===== config.mk =====
export PLATFORM = sky130hd
export DESIGN_NAME = win_check_sequencer
export DESIGN_NICKNAME = d
export VERILOG_FILES = /design/src/rtl/connect4_pkg.sv /design/src/rtl/dir_valid_lut.sv /design/src/rtl/win_check_sequencer.sv
export SDC_FILE = /design/constraint.sdc
export NUM_CORES = 1
export LEC_CHECK = 0
export CORE_ASPECT_RATIO = 0.75
export CORE_MARGIN = 10
export CORE_UTILIZATION = 32
export DETAILED_ROUTE_END_ITERATION = 7
export PLACE_DENSITY = 0.59
export SYNTH_ARGS = -nofsm -noshare
export SYNTH_HDL_FRONTEND = slang
export SYNTH_HIERARCHICAL = 1
export SYNTH_SLANG_ARGS = --single-unit

===== constraint.sdc =====
create_clock -name clk -period 7.18 [get_ports clk]
set_input_delay 1.436 -clock clk [delete_from_list [all_inputs] [get_ports clk]]
set_output_delay 1.436 -clock clk [all_outputs]
set_load 0.005 [all_outputs]

===== src/rtl/connect4_pkg.sv =====
`default_nettype none
// ============================================================================
// connect4_pkg
// Shared board dimensions, direction codes and win-check sequencer states.
// Revision: 1.0 - initial release
// ============================================================================
package connect4_pkg;

  localparam int BOARD_ROWS = 6;
  localparam int BOARD_COLS = 7;

  localparam logic [3:0] DIR_NONE  = 4'd0;
  localparam logic [3:0] DIR_DOWN  = 4'd1;
  localparam logic [3:0] DIR_ROW_1 = 4'd2;
  localparam logic [3:0] DIR_ROW_2 = 4'd3;
  localparam logic [3:0] DIR_ROW_3 = 4'd4;
  localparam logic [3:0] DIR_ROW_4 = 4'd5;
  localparam logic [3:0] DIR_DRU_1 = 4'd6;
  localparam logic [3:0] DIR_DRU_2 = 4'd7;
  localparam logic [3:0] DIR_DRU_3 = 4'd8;
  localparam logic [3:0] DIR_DRU_4 = 4'd9;
  localparam logic [3:0] DIR_DLD_1 = 4'd10;
  localparam logic [3:0] DIR_DLD_2 = 4'd11;
  localparam logic [3:0] DIR_DLD_3 = 4'd12;
  localparam logic [3:0] DIR_DLD_4 = 4'd13;
  localparam logic [3:0] DIR_LAST  = DIR_DLD_4;

  typedef enum logic [2:0] {
    S_IDLE   = 3'd0,
    S_SELECT = 3'd1,
    S_LAUNCH = 3'd2,
    S_WAIT   = 3'd3,
    S_DONE   = 3'd4
  } seq_state_t;

endpackage
`default_nettype wire


===== src/rtl/dir_valid_lut.sv =====
`default_nettype none
// ============================================================================
// dir_valid_lut
// Combinational check that the 4-cell line for a direction fits on the board.
// Revision: 1.0 - initial release
// ============================================================================
module dir_valid_lut
  import connect4_pkg::*;
#(
  parameter int NUM_ROWS = BOARD_ROWS,
  parameter int NUM_COLS = BOARD_COLS
) (
  input  logic [2:0] i_row,
  input  logic [2:0] i_col,
  input  logic [3:0] i_dir,
  output logic       o_valid
);

  localparam logic signed [5:0] c_row_max = 6'(NUM_ROWS - 1);
  localparam logic signed [5:0] c_col_max = 6'(NUM_COLS - 1);

  logic signed [5:0] w_dr;
  logic signed [5:0] w_dc;
  logic signed [5:0] w_k;
  logic              w_known;
  logic signed [5:0] w_row_s;
  logic signed [5:0] w_col_s;
  logic signed [5:0] w_r_lo;
  logic signed [5:0] w_r_hi;
  logic signed [5:0] w_c_lo;
  logic signed [5:0] w_c_hi;

  function automatic logic in_range(input logic signed [5:0] v,
                                    input logic signed [5:0] vmax);
    return (v >= 6'sd0) && (v <= vmax);
  endfunction

  // Each direction is a step (dr,dc) plus the index k of the dropped piece
  // within the line; the line spans offsets -k .. 3-k along that step.
  always_comb begin
    w_dr    = 6'sd0;
    w_dc    = 6'sd0;
    w_k     = 6'sd0;
    w_known = 1'b1;
    case (i_dir)
      DIR_DOWN:  begin w_dr = -6'sd1;                             end
      DIR_ROW_1: begin w_dc =  6'sd1; w_k = 6'sd3;                end
      DIR_ROW_2: begin w_dc =  6'sd1; w_k = 6'sd2;                end
      DIR_ROW_3: begin w_dc =  6'sd1; w_k = 6'sd1;                end
      DIR_ROW_4: begin w_dc =  6'sd1;                             end
      DIR_DRU_1: begin w_dr =  6'sd1; w_dc = 6'sd1; w_k = 6'sd3;  end
      DIR_DRU_2: begin w_dr =  6'sd1; w_dc = 6'sd1; w_k = 6'sd2;  end
      DIR_DRU_3: begin w_dr =  6'sd1; w_dc = 6'sd1; w_k = 6'sd1;  end
      DIR_DRU_4: begin w_dr =  6'sd1; w_dc = 6'sd1;               end
      DIR_DLD_1: begin w_dr = -6'sd1; w_dc = 6'sd1; w_k = 6'sd3;  end
      DIR_DLD_2: begin w_dr = -6'sd1; w_dc = 6'sd1; w_k = 6'sd2;  end
      DIR_DLD_3: begin w_dr = -6'sd1; w_dc = 6'sd1; w_k = 6'sd1;  end
      DIR_DLD_4: begin w_dr = -6'sd1; w_dc = 6'sd1;               end
      default:   begin w_known = 1'b0;                            end
    endcase
  end

  assign w_row_s = signed'({3'b000, i_row});
  assign w_col_s = signed'({3'b000, i_col});
  assign w_r_lo  = w_row_s - (w_k * w_dr);
  assign w_r_hi  = w_row_s + ((6'sd3 - w_k) * w_dr);
  assign w_c_lo  = w_col_s - (w_k * w_dc);
  assign w_c_hi  = w_col_s + ((6'sd3 - w_k) * w_dc);

  assign o_valid = w_known
                && in_range(w_r_lo, c_row_max) && in_range(w_r_hi, c_row_max)
                && in_range(w_c_lo, c_col_max) && in_range(w_c_hi, c_col_max);

endmodule
`default_nettype wire


===== src/rtl/win_check_sequencer.sv =====
`default_nettype none
// ============================================================================
// win_check_sequencer
// Steps the direction checker through every fitting direction after a drop
// and owns the board read port. WIN_ALL_LINES_EN: keep checking after a win.
// Revision: 1.0 - initial release
// ============================================================================
module win_check_sequencer
  import connect4_pkg::*;
#(
  parameter int NUM_ROWS = BOARD_ROWS,
  parameter int NUM_COLS = BOARD_COLS
) (
  input  logic       clk,
  input  logic       rst_n,
  input  logic       start,
  input  logic [2:0] row,
  input  logic [2:0] col,
  output logic       busy,
  output logic       done,
  output logic [1:0] winner,
  output logic [3:0] win_dir,
  output logic       chk_start,
  output logic [2:0] chk_row,
  output logic [2:0] chk_col,
  output logic [3:0] chk_direction,
  input  logic       chk_finished,
  input  logic [1:0] chk_winner,
  input  logic [2:0] chk_read_row,
  input  logic [2:0] chk_read_col,
  input  logic [2:0] ext_read_row,
  input  logic [2:0] ext_read_col,
  output logic [2:0] mem_read_row,
  output logic [2:0] mem_read_col
);

  seq_state_t r_state;
  logic [3:0] r_dir;
  logic [2:0] r_row;
  logic [2:0] r_col;
  logic       r_busy;
  logic       r_done;
  logic [1:0] r_winner;
  logic [3:0] r_win_dir;
  logic       r_chk_start;
  logic [3:0] r_chk_dir;
  logic       w_valid;
  logic       w_first_win;

  dir_valid_lut #(
    .NUM_ROWS (NUM_ROWS),
    .NUM_COLS (NUM_COLS)
  ) u_dir_valid_lut (
    .i_row   (r_row),
    .i_col   (r_col),
    .i_dir   (r_dir),
    .o_valid (w_valid)
  );

  assign w_first_win = (chk_winner != 2'b00) && (r_winner == 2'b00);

  always_ff @(posedge clk or negedge rst_n) begin
    if (!rst_n) begin
      r_state     <= S_IDLE;
      r_dir       <= DIR_NONE;
      r_row       <= '0;
      r_col       <= '0;
      r_busy      <= 1'b0;
      r_done      <= 1'b0;
      r_winner    <= 2'b00;
      r_win_dir   <= DIR_NONE;
      r_chk_start <= 1'b0;
      r_chk_dir   <= DIR_NONE;
    end else begin
      case (r_state)
        S_IDLE: begin
          if (start) begin
            r_row     <= row;
            r_col     <= col;
            r_dir     <= DIR_DOWN;
            r_winner  <= 2'b00;
            r_win_dir <= DIR_NONE;
            r_busy    <= 1'b1;
            r_state   <= S_SELECT;
          end
        end
        S_SELECT: begin
          if (r_dir > DIR_LAST) begin
            r_busy  <= 1'b0;
            r_done  <= 1'b1;
            r_state <= S_DONE;
          end else if (w_valid) begin
            r_chk_dir   <= r_dir;
            r_chk_start <= 1'b1;
            r_state     <= S_LAUNCH;
          end else begin
            r_dir <= r_dir + 4'd1;
          end
        end
        S_LAUNCH: begin
          r_chk_start <= 1'b0;
          r_state     <= S_WAIT;
        end
        S_WAIT: begin
          if (chk_finished) begin
            if (w_first_win) begin
              r_winner  <= chk_winner;
              r_win_dir <= r_dir;
            end
`ifdef WIN_ALL_LINES_EN
            r_dir   <= r_dir + 4'd1;
            r_state <= S_SELECT;
`else
            if (chk_winner != 2'b00) begin
              r_busy  <= 1'b0;
              r_done  <= 1'b1;
              r_state <= S_DONE;
            end else begin
              r_dir   <= r_dir + 4'd1;
              r_state <= S_SELECT;
            end
`endif
          end
        end
        S_DONE: begin
          r_done  <= 1'b0;
          r_state <= S_IDLE;
        end
        default: r_state <= S_IDLE;
      endcase
    end
  end

  assign busy          = r_busy;
  assign done          = r_done;
  assign winner        = r_winner;
  assign win_dir       = r_win_dir;
  assign chk_start     = r_chk_start;
  assign chk_row       = r_row;
  assign chk_col       = r_col;
  assign chk_direction = r_chk_dir;

  // The checker owns the read port for the whole sequence.
  assign mem_read_row = r_busy ? chk_read_row : ext_read_row;
  assign mem_read_col = r_busy ? chk_read_col : ext_read_col;

endmodule
`default_nettype wire

* Word-level counts from Yosys, hierarchy flattened
Cells that the tools add are included.
Storage, ports and cells: register bits after elaboration 26, output and inout port bits 25, bits of input ports 24
Operators by class: $add $sub $neg 6, reduce and logical (&&, ||, !) cells 31, multiplexer cells 38, order comparisons 9, multipliers 4, bitwise logic cells 1, eq/ne operators 27
Operator list (count):
- $mux 4 | 8
- $eq 4x4->1 const B | 6
- $ge 6x1->1 const B | 4
- $le 6x4->1 const B | 4
- $mux 3 | 7
- $eq 4x3->1 const B | 4
- $ne 2x2->1 const B | 8
- $reduce_or 13->1 | 1
- $add 4x6->6 | 2
- $pmux 3 s4 | 1
- $pmux 4 s3 | 1
- $pmux 6 s2 | 1
- $reduce_or 12->1 | 1
- $sub 4x6->6 | 2
- $mux 1 | 11
- $logic_and 1x1->1 | 9
- $reduce_and 3->1 | 3
- $reduce_or 3->1 | 3
- $eq 4x2->1 const B | 2
- $pmux 4 s2 | 1
- $reduce_and 4->1 | 2
- $eq 3x2->1 const B | 2
- $mul 3x6->6 | 1
- $mul 6x2->6 | 1
- 25 further kinds | 31

* Longest topological paths before layout
depth in word-level cells 14, gate-level depth with buffers 21

* Hierarchy
The synthesis kept the hierarchy.
By module, submodules not included:
- win_check_sequencer | sequential area each 650.6 um2, times used 1, area each 1350.0 um2, cells an instance 116
- dir_valid_lut | sequential area each 0.0 um2, times used 1, area each 1033.5 um2, cells an instance 126

* Least setup slack after synthesis
OpenSTA, ideal clock, no wires.
kind register -> register, start register r_dir[3], end register r_chk_dir[0] (netlist: chk_direction[0]), data arrival time 5.062 ns, clock period less this slack 5.187 ns, stages on the path, launching flop included 22, setup slack 1.993 ns, cells stage by stage dfrtp_1 > buf_2 > nor2_1 > nand2_1 > a21oi_1 > nor2_1 > nor2_1 > ha_1 > inv_1 > fa_1 > inv_1 > ha_1 > fa_1 > a211o_1 > a31oi_1 > o311a_1 > o311ai_1 > nor4_2 > nand2_1 > or3_1 > nor2_1 > mux2_2
Between the ends: longest elaborated chain between the ends 12, elaborated cells between the ends (all ways) 52
RTL lines:
- start, declared | RTL line win_check_sequencer.sv:38 | logic [3:0] r_dir;
- start signal, assigned | RTL line win_check_sequencer.sv:97 | r_dir <= r_dir + 4'd1;
- start signal, assigned | RTL line win_check_sequencer.sv:119 | r_dir <= r_dir + 4'd1;
- $eq 4x3->1, or another cell as far along | RTL line dir_valid_lut.sv:45 | case (i_dir)
- $reduce_or 3->1 (no source line), or another cell as far along
- $pmux 2 s3 / $pmux 6 s2 (equally long branches) | RTL line dir_valid_lut.sv:45
- $sub 2x2->3 / $mul 3x6->6 (equally long branches) | RTL line dir_valid_lut.sv:66, dir_valid_lut.sv:68, dir_valid_lut.sv:65
- $mul 6x6->6 / $sub 4x6->6 (equally long branches) | RTL line dir_valid_lut.sv:66, dir_valid_lut.sv:65
- $add 4x6->6, or another cell as far along | RTL line dir_valid_lut.sv:66 | assign w_r_hi = w_row_s + ((6'sd3 - w_k) * w_dr);
- $ge 6x1->1, or another cell as far along | RTL line dir_valid_lut.sv:35 | return (v >= 6'sd0) && (v <= vmax);
- $logic_and 1x1->1, on equally long branches | RTL line dir_valid_lut.sv:35, dir_valid_lut.sv:71
- $logic_and 1x1->1 | RTL line dir_valid_lut.sv:71 | && in_range(w_r_lo, c_row_max) && in_range(w_r_hi, c_row_max)
- $logic_and 1x1->1 | RTL line dir_valid_lut.sv:72 | && in_range(w_c_lo, c_col_max) && in_range(w_c_hi, c_col_max);
- $logic_and 1x1->1 * | RTL line dir_valid_lut.sv:72
- net w_valid | RTL line win_check_sequencer.sv:47 | logic w_valid;
- $reduce_and 3->1 (no source line) *
- end signal, assigned | RTL line win_check_sequencer.sv:93 | r_chk_dir <= r_dir;
- end, declared | RTL line win_check_sequencer.sv:46 | logic [3:0] r_chk_dir;
Mark *: on every way through the listed nets, which the timed path passes. The rest lies on a longest branch. A chain may end at the register's enable or synchronous reset.

* Final worst setup path
start register r_dir[2], end register r_chk_dir[0] (netlist: chk_direction[0])
Same word-level chain as after synthesis.

==> flow_summary.json <==
{
  "clk_latency_ns": 0.27,
  "ys_seq_elements": 26,
  "finalMaxSlewViolations": 0,
  "cts_buffer_depth": 2,
  "synth_area_mm2": 0.002384,
  "cts_setup_buffers": 0,
  "synth_ff_type": "dfrtp_1",
  "ys_warn_count": 6,
  "r2r_slack_ns": 1.27,
  "synth-edff-count": 0,
  "slowest_stage": "dfrtp_1",
  "place_area_mm2": 0.002938,
  "hold_path.class": "flop to flop",
  "startpoint_type": "flop",
  "slew_headroom": 0.4863,
  "avgSynthCellArea_um2": 9.849,
  "setup_tns_ns": 0,
  "netlist.area_leader.share": 0.2730,
  "rsz0062_at_grt": "no",
  "synth_area_leaders": "dfrtp_1 27%, ha_1 14%, fa_1 6.7%, mux2_2 6.6%, inv_1 3.1%",
  "endpoint_kind": "flop",
  "route.detailed.drc": 0,
  "arrival_ns": 6.07,
  "core_area_mm2": 0.007297,
  "netSwitchingPower_uw": 689.4,
  "ctsHoldBuffers": 0,
  "port_buffers": 48,
  "cpPeakStageDelay_ns": 0.60,
  "synth.net_count": 301,
  "layout.nets": 344,
  "async_reset_ff_frac": 1.000,
  "ant_nets": 0,
  "fmax_mhz": 169.3,
  "power.leakage_nw": 1.386,
  "ios": 49,
  "p_per_area_mw_per_mm2": 501.3,
  "yosys.area.top_type": "dfrtp_1",
  "overflow": 0,
  "p_int_uw": 811.0,
  "vias": 1889,
  "min_period_ns": 5.907,
  "grt_start_max_net_pins": 27,
  "post-route-period-util": 0.8227,
  "fin_cells": 385,
  "cts.repair.resized": 0,
  "drt_pass1_iterations": 4,
  "crit_type": "flop to flop",
  "worst_slew_pin_slew_ns": 0.7690,
  "h-tree-depth": 1,
  "drv_cap": 0,
  "track_usage": 0.1010,
  "path_cells": "nor2_1, nand2_1, a21oi_1, nor2_1, nor2_1, ha_1, inv_1, fa_1, inv_1, ha_1, fa_1, a211o_1, a31oi_1, o311a_1, o311ai_1, nor4_2, nand2_1, or3_1, nor2_1, mux2_2",
  "clock_power_share": 0.063,
  "antenna_found_initial": 0,
  "seq_power_share": 0.215,
  "initial_utilization": 0.3266,
  "path_clk_slew_ns": 0.09,
  "comb_power_share": 0.722,
  "final_area_mm2": 0.002993,
  "place_congestion": 0.8006,
  "grt_pass1_vias": 1869,
  "fin_ws_ns": 1.273,
  "grt_pass1_wl_mm": 9.584,
  "antenna_cells": 0,
  "numCtsBuffers": 3,
  "routedWlPerCell_um": 14.85,
  "dieWidth_um": 119.7,
  "drt_iter0_drc": 87,
  "vias_per_cell": 4.906,
  "cts_tree": "built",
  "cts.sinks": 26,
  "cp.required_ns": 7.34,
  "cp_common_cell": "nor2_1",
  "p_sw_frac": 0.4595,
  "drive_gt1_frac": 0.1127,
  "numPlacedInstances": 381,
  "crit_fanout": 21,
  "peakVddDrop_mv": 0.1995,
  "synth_cell_types": 57,
  "area_growth_pct": 25.56,
  "pre_cts_slack_ns": 1.314,
  "hold_violations": 0,
  "skew_ns": 0.004427,
  "finalSetupViolations": 0,
  "status": "finished, final reports clean",
  "dieArea_mm2": 0.01134,
  "root_buffer": "clkbuf_8",
  "postSynthCellCount": 242,
  "p_total_mw": 1.500,
  "place_hpwl_mm": 4.623,
  "rows": 27,
  "ys_seq_area_frac": 0.2730,
  "wl_mm": 5.716,
  "die_h_um": 94.74
}
registers in the layout, summed over array words and instances, names as in the netlist:
name / cells
chk_start: 1
chk_col: 3
r_dir: 4
busy: 1
done: 1
win_dir: 4
r_state: 3
chk_row: 3
winner: 2
chk_direction: 4
metrics by stage:
stage                     hold slack [ns]    util
after CTS                          0.5020  0.4102
after floorplan                    0.4843       -
after global routing               0.5177  0.4102
after global placement             0.4772  0.4026
final                              0.4921  0.4102
after detailed placement           0.4799  0.4026
cells in the final DEF (no fill, tap or decap), drive strengths merged, types with 2 or more instances in the layout:
| cell | count |
|---|---|
| clkdlybuf4s50 | 48 |
| ha | 27 |
| dfrtp | 26 |
| inv | 20 |
| mux2 | 20 |
| nor2 | 16 |
| nand2 | 15 |
| o21ai | 12 |
| nor2b | 8 |
| fa | 8 |
| and3 | 8 |
| a21oi | 6 |
| xnor2 | 6 |
| nor3 | 5 |
| a21o | 5 |
| nand3 | 4 |
| clkbuf | 4 |
| o211ai | 3 |
| and2 | 3 |
| xor2 | 3 |
| o31a | 3 |
| or4 | 2 |
| a22o | 2 |
| or2 | 2 |
| o21a | 2 |
| and4bb | 2 |
| a311oi | 2 |
| o22a | 2 |
cell type report:
cell class,instances,area (um2)
clock buffers,4,55.05
inverters,20,75.07
well taps,101,126.4
multi-input cells,185,1598
flip-flops and latches,26,650.6
repair buffers,49,488.0
fillers,728,4304
cells in the mapped netlist (all sizes together) (4+ instances only):
cell   count
nand3      4
a21o       5
nand2     15
nor2      16
a21oi      6
ha        27
inv       20
o21ai     12
nor3       5
buf        8
mux2      20
dfrtp     26
fa         8
and3       8
nor2b      8
xnor2      6
path summary, 6_finish.rpt:
path | end | startpoint | depth (start not counted)
worst max-delay path | chk_direction[0] | r_dir[2] | 20
worst min-delay path | win_dir[1] | win_dir[1] | 1
worst max register to register | chk_direction[0] | r_dir[2] | 20
worst min register to register | win_dir[1] | win_dir[1] | 1
max in group asynchronous | win_dir[3] | rst_n | 2
min in group asynchronous | winner[0] | rst_n | 2
routing by layer:
| metal | GRT usage | vias up | part of all wire |
|---|---|---|---|
| li1 | - | 934 | - |
| met1 | 0.1498 | 911 | 0.54 |
| met2 | 0.1495 | 42 | 0.42 |
| met3 | 0.02026 | 2 | 0.039 |
| met4 | 0.01503 | 0 | 0.0038 |
| met5 | 0 | - | 0 |
critical path: cells and delay by family, from the launching register on:
| family | cells | cell delay (ns) |
|---|---|---|
| adder cells (fa/ha/maj) | 4 | 1.52 |
| AND/OR/NAND/NOR | 8 | 2.04 |
| AO/OA/AOI/OAI | 5 | 1.15 |
| multiplexers | 1 | 0.38 |
| flip-flops | 1 | 0.60 |
| buffers and inverters | 2 | 0.10 |
power groups by stage:
stage | clock [mW] | sequential, mW | combinational, mW
2_1_floorplan | 0 | 0.264 | 0.825
3_3_place_gp | 0 | 0.324 | 1.06
3_5_place_dp | 0 | 0.327 | 1.08
4_1_cts | 0.0994 | 0.324 | 1.09
5_1_grt | 0.104 | 0.341 | 1.23
6_report | 0.0948 | 0.322 | 1.08
kinds of logic (layout without fill, tap and decap cells):
group	count (synthesis)	in the layout	synth area share
compound gates	47	47	0.1449
flops	26	26	0.2730
mux	21	21	0.09869
xor+xnor	10	10	0.04252
fa+ha+maj	35	35	0.2089
buf+inv	31	73	0.05669
simple gates	72	72	0.1753
(Power assumes the default switching activity.)
